<file path="src/rtl/edf_irq_ser.sv">
// edf_irq_ser: detects rising edges on the parallel interrupt lines, stamps each
// with an absolute deadline (time + per-line relative deadline) and serialises
// the pending requests round-robin onto a valid/ready push port.
module edf_irq_ser #(
    parameter  int          NrParIrqs = 2,
    parameter  int          TsWidth   = 16,
    parameter  int unsigned DefaultDl = 100,
    localparam int          IdWidth   = $clog2(NrParIrqs)
) (
    input  logic                 clk_i,
    input  logic                 rst_i,
    input  logic [NrParIrqs-1:0] irq_i,
    input  logic                 cfg_we_i,
    input  logic [IdWidth-1:0]   cfg_id_i,
    input  logic [TsWidth-1:0]   cfg_dl_i,
    output logic                 push_valid_o,
    input  logic                 push_ready_i,
    output logic [IdWidth-1:0]   push_id_o,
    output logic [TsWidth-1:0]   push_dl_o,
    output logic [TsWidth-1:0]   time_o,
    output logic [NrParIrqs-1:0] drop_o
);

    typedef enum logic { IDLE, OFFER } state_e;

    state_e               state_q;
    logic [NrParIrqs-1:0] irq_q;
    logic [NrParIrqs-1:0] pending_q;
    logic [NrParIrqs-1:0] evt;
    logic [NrParIrqs-1:0] accept_vec;
    logic                 accept;
    logic [TsWidth-1:0]   abs_dl_q [NrParIrqs];
    logic [TsWidth-1:0]   rel_dl_q [NrParIrqs];
    logic [IdWidth-1:0]   rr_ptr_q;
    logic [IdWidth-1:0]   rr_next;
    logic [IdWidth-1:0]   sel_id;
    logic                 sel_found;
    int                   cand;

    // Free-running timestamp, wraps modulo 2^TsWidth.
    always_ff @(posedge clk_i) begin
        if (rst_i) begin
            time_o <= '0;
        end else begin
            time_o <= time_o + TsWidth'(1);
        end
    end

    // Rising-edge events and the one-hot view of the line being accepted now.
    always_comb begin
        evt        = irq_i & ~irq_q;
        accept     = push_valid_o & push_ready_i;
        accept_vec = '0;
        if (accept) begin
            accept_vec[push_id_o] = 1'b1;
        end
    end

    // Round-robin pointer moves just past the line that was accepted.
    always_comb begin
        if (int'(push_id_o) == NrParIrqs - 1) begin
            rr_next = '0;
        end else begin
            rr_next = push_id_o + IdWidth'(1);
        end
    end

    // First pending line at or after the round-robin pointer, cyclically.
    always_comb begin
        sel_found = 1'b0;
        sel_id    = '0;
        cand      = 0;
        for (int k = 0; k < NrParIrqs; k++) begin
            cand = int'(rr_ptr_q) + k;
            if (cand >= NrParIrqs) begin
                cand = cand - NrParIrqs;
            end
            if (!sel_found && pending_q[IdWidth'(cand)]) begin
                sel_found = 1'b1;
                sel_id    = IdWidth'(cand);
            end
        end
    end

    // Per-line capture: an event sets pending and stamps the deadline, unless the
    // line is already pending and not leaving this cycle, in which case it drops.
    always_ff @(posedge clk_i) begin
        if (rst_i) begin
            irq_q     <= '0;
            pending_q <= '0;
            drop_o    <= '0;
            for (int i = 0; i < NrParIrqs; i++) begin
                abs_dl_q[i] <= '0;
                rel_dl_q[i] <= TsWidth'(DefaultDl);
            end
        end else begin
            irq_q <= irq_i;
            for (int i = 0; i < NrParIrqs; i++) begin
                if (evt[i] && (!pending_q[i] || accept_vec[i])) begin
                    pending_q[i] <= 1'b1;
                    abs_dl_q[i]  <= time_o + rel_dl_q[i];
                end else if (evt[i]) begin
                    drop_o[i] <= 1'b1;
                end else if (accept_vec[i]) begin
                    pending_q[i] <= 1'b0;
                end
            end
            if (cfg_we_i && (int'(cfg_id_i) < NrParIrqs)) begin
                rel_dl_q[cfg_id_i] <= cfg_dl_i;
            end
        end
    end

    // Arbiter: pick a pending line in IDLE, hold the offer stable until accepted.
    always_ff @(posedge clk_i) begin
        if (rst_i) begin
            state_q      <= IDLE;
            push_valid_o <= 1'b0;
            push_id_o    <= '0;
            push_dl_o    <= '0;
            rr_ptr_q     <= '0;
        end else begin
            case (state_q)
                IDLE: begin
                    if (sel_found) begin
                        push_id_o    <= sel_id;
                        push_dl_o    <= abs_dl_q[sel_id];
                        push_valid_o <= 1'b1;
                        state_q      <= OFFER;
                    end
                end
                OFFER: begin
                    if (push_ready_i) begin
                        push_valid_o <= 1'b0;
                        rr_ptr_q     <= rr_next;
                        state_q      <= IDLE;
                    end
                end
                default: begin
                    push_valid_o <= 1'b0;
                    state_q      <= IDLE;
                end
            endcase
        end
    end

endmodule

</file>
<file path="config.mk">
export PLATFORM = sky130hd
export DESIGN_NAME = edf_irq_ser
export DESIGN_NICKNAME = d
export VERILOG_FILES = /design/src/rtl/edf_irq_ser.sv
export SDC_FILE = /design/constraint.sdc
export NUM_CORES = 1
export LEC_CHECK = 0
export ABC_AREA = 0
export CAP_MARGIN = 20
export CORE_MARGIN = 3
export CORE_UTILIZATION = 45
export CTS_CLUSTER_DIAMETER = 80
export DETAILED_ROUTE_END_ITERATION = 10
export GPL_ROUTABILITY_DRIVEN = 1
export PLACE_DENSITY = 0.65
export SYNTH_ARGS = -nofsm -noshare
export SYNTH_HDL_FRONTEND = slang
export SYNTH_SLANG_ARGS = --single-unit
</file>
<file path="constraint.sdc">
create_clock -name clk_i -period 2.39 [get_ports clk_i]
set_clock_uncertainty 0.1 [all_clocks]
set_input_delay 0.239 -clock clk_i [delete_from_list [all_inputs] [get_ports clk_i]]
set_output_delay 0.239 -clock clk_i [all_outputs]
set_load 0.01 [all_outputs]
</file>
==> reports/results.tsv <==
metric	value	unit
yosysWarningCount	0	
hold_path.class	in -> reg	
die_y	117.0	um
fin_crit	2.312	ns
swShare	25.09	%
avgSynthCellArea	10.52	um2
tightest_slew	0.5952	ns
drc	0	
h-tree-depth	3	
cts_tree	done	
clockBufferDepth	2	
p_comb_share	13.8	%
setup_viol	0	
slew_headroom	60.32	%
areaGrowthSynthToFinish	22.31	%
p_per_area	618.0	mW/mm2
crit_family	compound AO/OA/AOI/OAI gates	
hold_ws	0.1750	ns
dr.pass1.iters	4	
worstPathRequired	2.37	ns
ys_ff_latch	106	
drive_gt1_share	11.00	%
cap_violations	0	
io_buffers	58	
clock_latency	0.35	ns
seq_area_frac_synth	49.81	%
grt_pass1_vias	4005	
leakage	2.661	nW
fp.coreArea	0.01171	mm2
start_util	47.36	%
max_stage_delay	0.39	ns
die_w	117.0	um
vias	4126	
cp_slowest_cell	edfxtp_1	
post-dp-hpwl	9321	um
grt_max_degree	34	
p_seq_share	51.3	%
fmax	432.5	MHz
netlist_area	0.005547	mm2
ys_types	53	
cts-hold-fix-buffers	0	
cts-root-buf	clkbuf_16	
dieArea	0.01369	mm2
grt_overflow	0	
path_class	reg -> reg	
worstReg2RegStart	rel_dl_q[1][0]	
slew_viol_final	0	
cts.clk_slew.worst_paths	0.07	ns
antenna_found_initial	0	
wl_per_cell	16.25	um
synth-edff-count	64	
power.internal	3.141	mW
num-nets-final	660	
num_antenna_cells	0	
async_reset_ff_share	0	%
design_area	0.006784	mm2
dpl-instance-area	0.006421	mm2
track_usage	19.20	%
final.setup.tns	0	ns
synth_top_area_share	34.65	%
critPathLaunchType	flip-flop	
total_power	4.193	mW
rows	39	
power_frac_clock	34.9	%
grt_pass1_wl	20220	um
cts.sinks	106	
cp-end-kind	flip-flop	
route.antenna.remaining_nets	0	
finalCritPeriodShare	96.75	%
worst-path-buf-inv	2	
hold_viol_final	0	
power.switching	1.052	mW
routabilityCongestion	0.9317	
min_from	rst_i	
drtIter0Drc	252	
crit_path_max_fanout	3	
synthTopCellsByArea	edfxtp_1 35%, dfxtp_1 15%, ha_1 7.0%	
r2r_slack	0.08	ns
path_cells	ha_1 > inv_1 > fa_2 > nor2b_2 > o31a_1 > buf_4 > o2111a_1 > nor4_2 > nor3_2	
cp.arrival	2.29	ns
status	finished, final reports clean	
cts_buffers	9	
crit_start	rel_dl_q[1][0]	
syn_inst	527	
yosysTopAreaCell	edfxtp_1	
peakVddDrop	0.3245	mV
syn-num-nets	583	
totalWireLength	12220	um
io_pins	59	
yosys_most_used_dff	edfxtp_1	
via_per_inst	5.487	
-- power by group through the flow --
stage | Clock (mW) | Sequential (mW) | Combinational [mW]
global route | 1.58 | 2.17 | 0.647
floorplan | 0 | 2.19 | 0.333
CTS | 1.50 | 2.15 | 0.571
detailed placement | 0 | 2.19 | 0.567
finish | 1.46 | 2.15 | 0.579
global placement | 0 | 2.19 | 0.557
-- worst register-to-register path: stages (launching register included) --
cell      delay (ns)
edfxtp_1        0.39
ha_1            0.21
inv_1           0.08
fa_2            0.20
nor2b_2         0.05
o31a_1          0.30
buf_4           0.15
o2111a_1        0.28
nor4_2          0.20
nor3_2          0.08
-- flip-flops by register name, summed over array words and instances, names as in the netlist --
| register | flops |
|---|---|
| abs_dl_q | 32 |
| rel_dl_q | 32 |
| push_dl_o | 16 |
| time_o | 16 |
| drop_o | 2 |
| irq_q | 2 |
| pending_q | 2 |
| push_id_o | 1 |
| push_valid_o | 1 |
| rr_ptr_q | 1 |
| state_q | 1 |
-- cell usage in the layout (no fill, tap or decap), drive strengths merged, types with 3 or more instances in the layout --
| cell | netlist | layout |
|---|---|---|
| and2 | 32 | 32 |
| and3 | 5 | 5 |
| o31a | 4 | 4 |
| ha | 31 | 31 |
| or2 | 4 | 4 |
| nor3 | 12 | 12 |
| inv | 11 | 15 |
| nor3b | 8 | 8 |
| a211oi | 18 | 18 |
| nand2 | 33 | 33 |
| and4 | 4 | 4 |
| o21ai | 13 | 13 |
| nor2 | 58 | 58 |
| nor2b | 8 | 8 |
| a211o | 5 | 5 |
| a21oi | 33 | 33 |
| a221oi | 3 | 3 |
| buf | 9 | 27 |
| a21o | 15 | 15 |
| nand3 | 17 | 17 |
| clkdlybuf4s50 | 0 | 57 |
| dfxtp | 42 | 42 |
| clkbuf | 9 | 11 |
| xor2 | 13 | 13 |
| o21a | 5 | 5 |
| o31ai | 3 | 3 |
| nand4 | 4 | 4 |
| mux2i | 19 | 19 |
| nand2b | 9 | 9 |
| edfxtp | 64 | 64 |
| o211ai | 4 | 4 |
| xnor2 | 7 | 7 |
| o21bai | 3 | 3 |
-- kinds of logic after synthesis --
family	count (synthesis)	share of synthesized area [%]
flops	106	49.81
fa+ha+maj	33	7.715
simple gates	200	18.25
mux	21	3.835
xor+xnor	20	3.158
compound gates	118	14.96
buf+inv	29	2.278
-- routing by layer --
metal | GRT usage, % | routed length [um] | up-vias | share of wire (%)
li1 | - | - | 2100 | -
met1 | 27.92 | 6053 | 1906 | 50
met2 | 28.90 | 5402 | 107 | 44
met3 | 2.982 | 554 | 13 | 4.5
met4 | 7.492 | 209 | 0 | 1.7
met5 | 0 | 0 | - | 0
-- synthesized netlist by cell type (2+ instances only) --
cell / instances
nand2b_1: 9
nor2b_1: 8
nand2_1: 33
mux2i_1: 19
mux2_2: 2
nor3b_1: 8
nand3_1: 17
and2_1: 32
a211oi_1: 18
o21bai_1: 3
and4_1: 4
ha_1: 31
o21ai_2: 2
dfxtp_1: 42
a21oi_1: 32
nor2_1: 58
a221oi_1: 2
fa_1: 2
and3_1: 5
a21o_1: 15
or2_2: 4
edfxtp_1: 64
nor4_1: 2
o21ai_0: 11
clkbuf_1: 9
o31a_1: 4
a31oi_1: 2
xor2_1: 13
buf_2: 8
xnor2_1: 7
nand4_1: 4
o31ai_1: 3
nor3_1: 12
o21a_1: 5
a211o_1: 5
a21bo_1: 2
inv_1: 11
o211ai_1: 4
-- timing repair --
action / 4_1_cts / 5_1_grt
pin swaps: 0 / 3
buffers inserted: 0 / 1
resized for setup: 1 / 13
endpoints found under the setup margin: 1 / 8
cloned: 0 / 0
-- metrics by stage --
stage	worst slack (ns)	utilization (%)	cells
6_report	0.07778	57.93	752
3_3_place_gp	-0.03712	54.83	735
2_1_floorplan	0.02138	-	527
3_5_place_dp	-0.06700	54.83	735
5_1_grt	-0.04636	57.93	752
4_1_cts	0.01393	57.37	751
-- layout make-up --
| type | instances | area [um2] |
|---|---|---|
| Fill cell | 1008 | 4927 |
| Tap cell | 143 | 178.9 |
| Timing Repair Buffer | 84 | 783.3 |
| Inverter | 11 | 41.29 |
| Clock inverter | 5 | 40.04 |
| Sequential cell | 106 | 2769 |
| Clock buffer | 11 | 254.0 |
| Multi-Input combinational cell | 392 | 2718 |
-- worst paths after layout --
| kind | cells after the start | end |
|---|---|---|
| max | 9 | abs_dl_q[1][12] |
| min | 2 | time_o[6] |
| max reg2reg | 9 | abs_dl_q[1][12] |
| min reg2reg | 2 | drop_o[0] |
(Power assumes the default switching activity.)
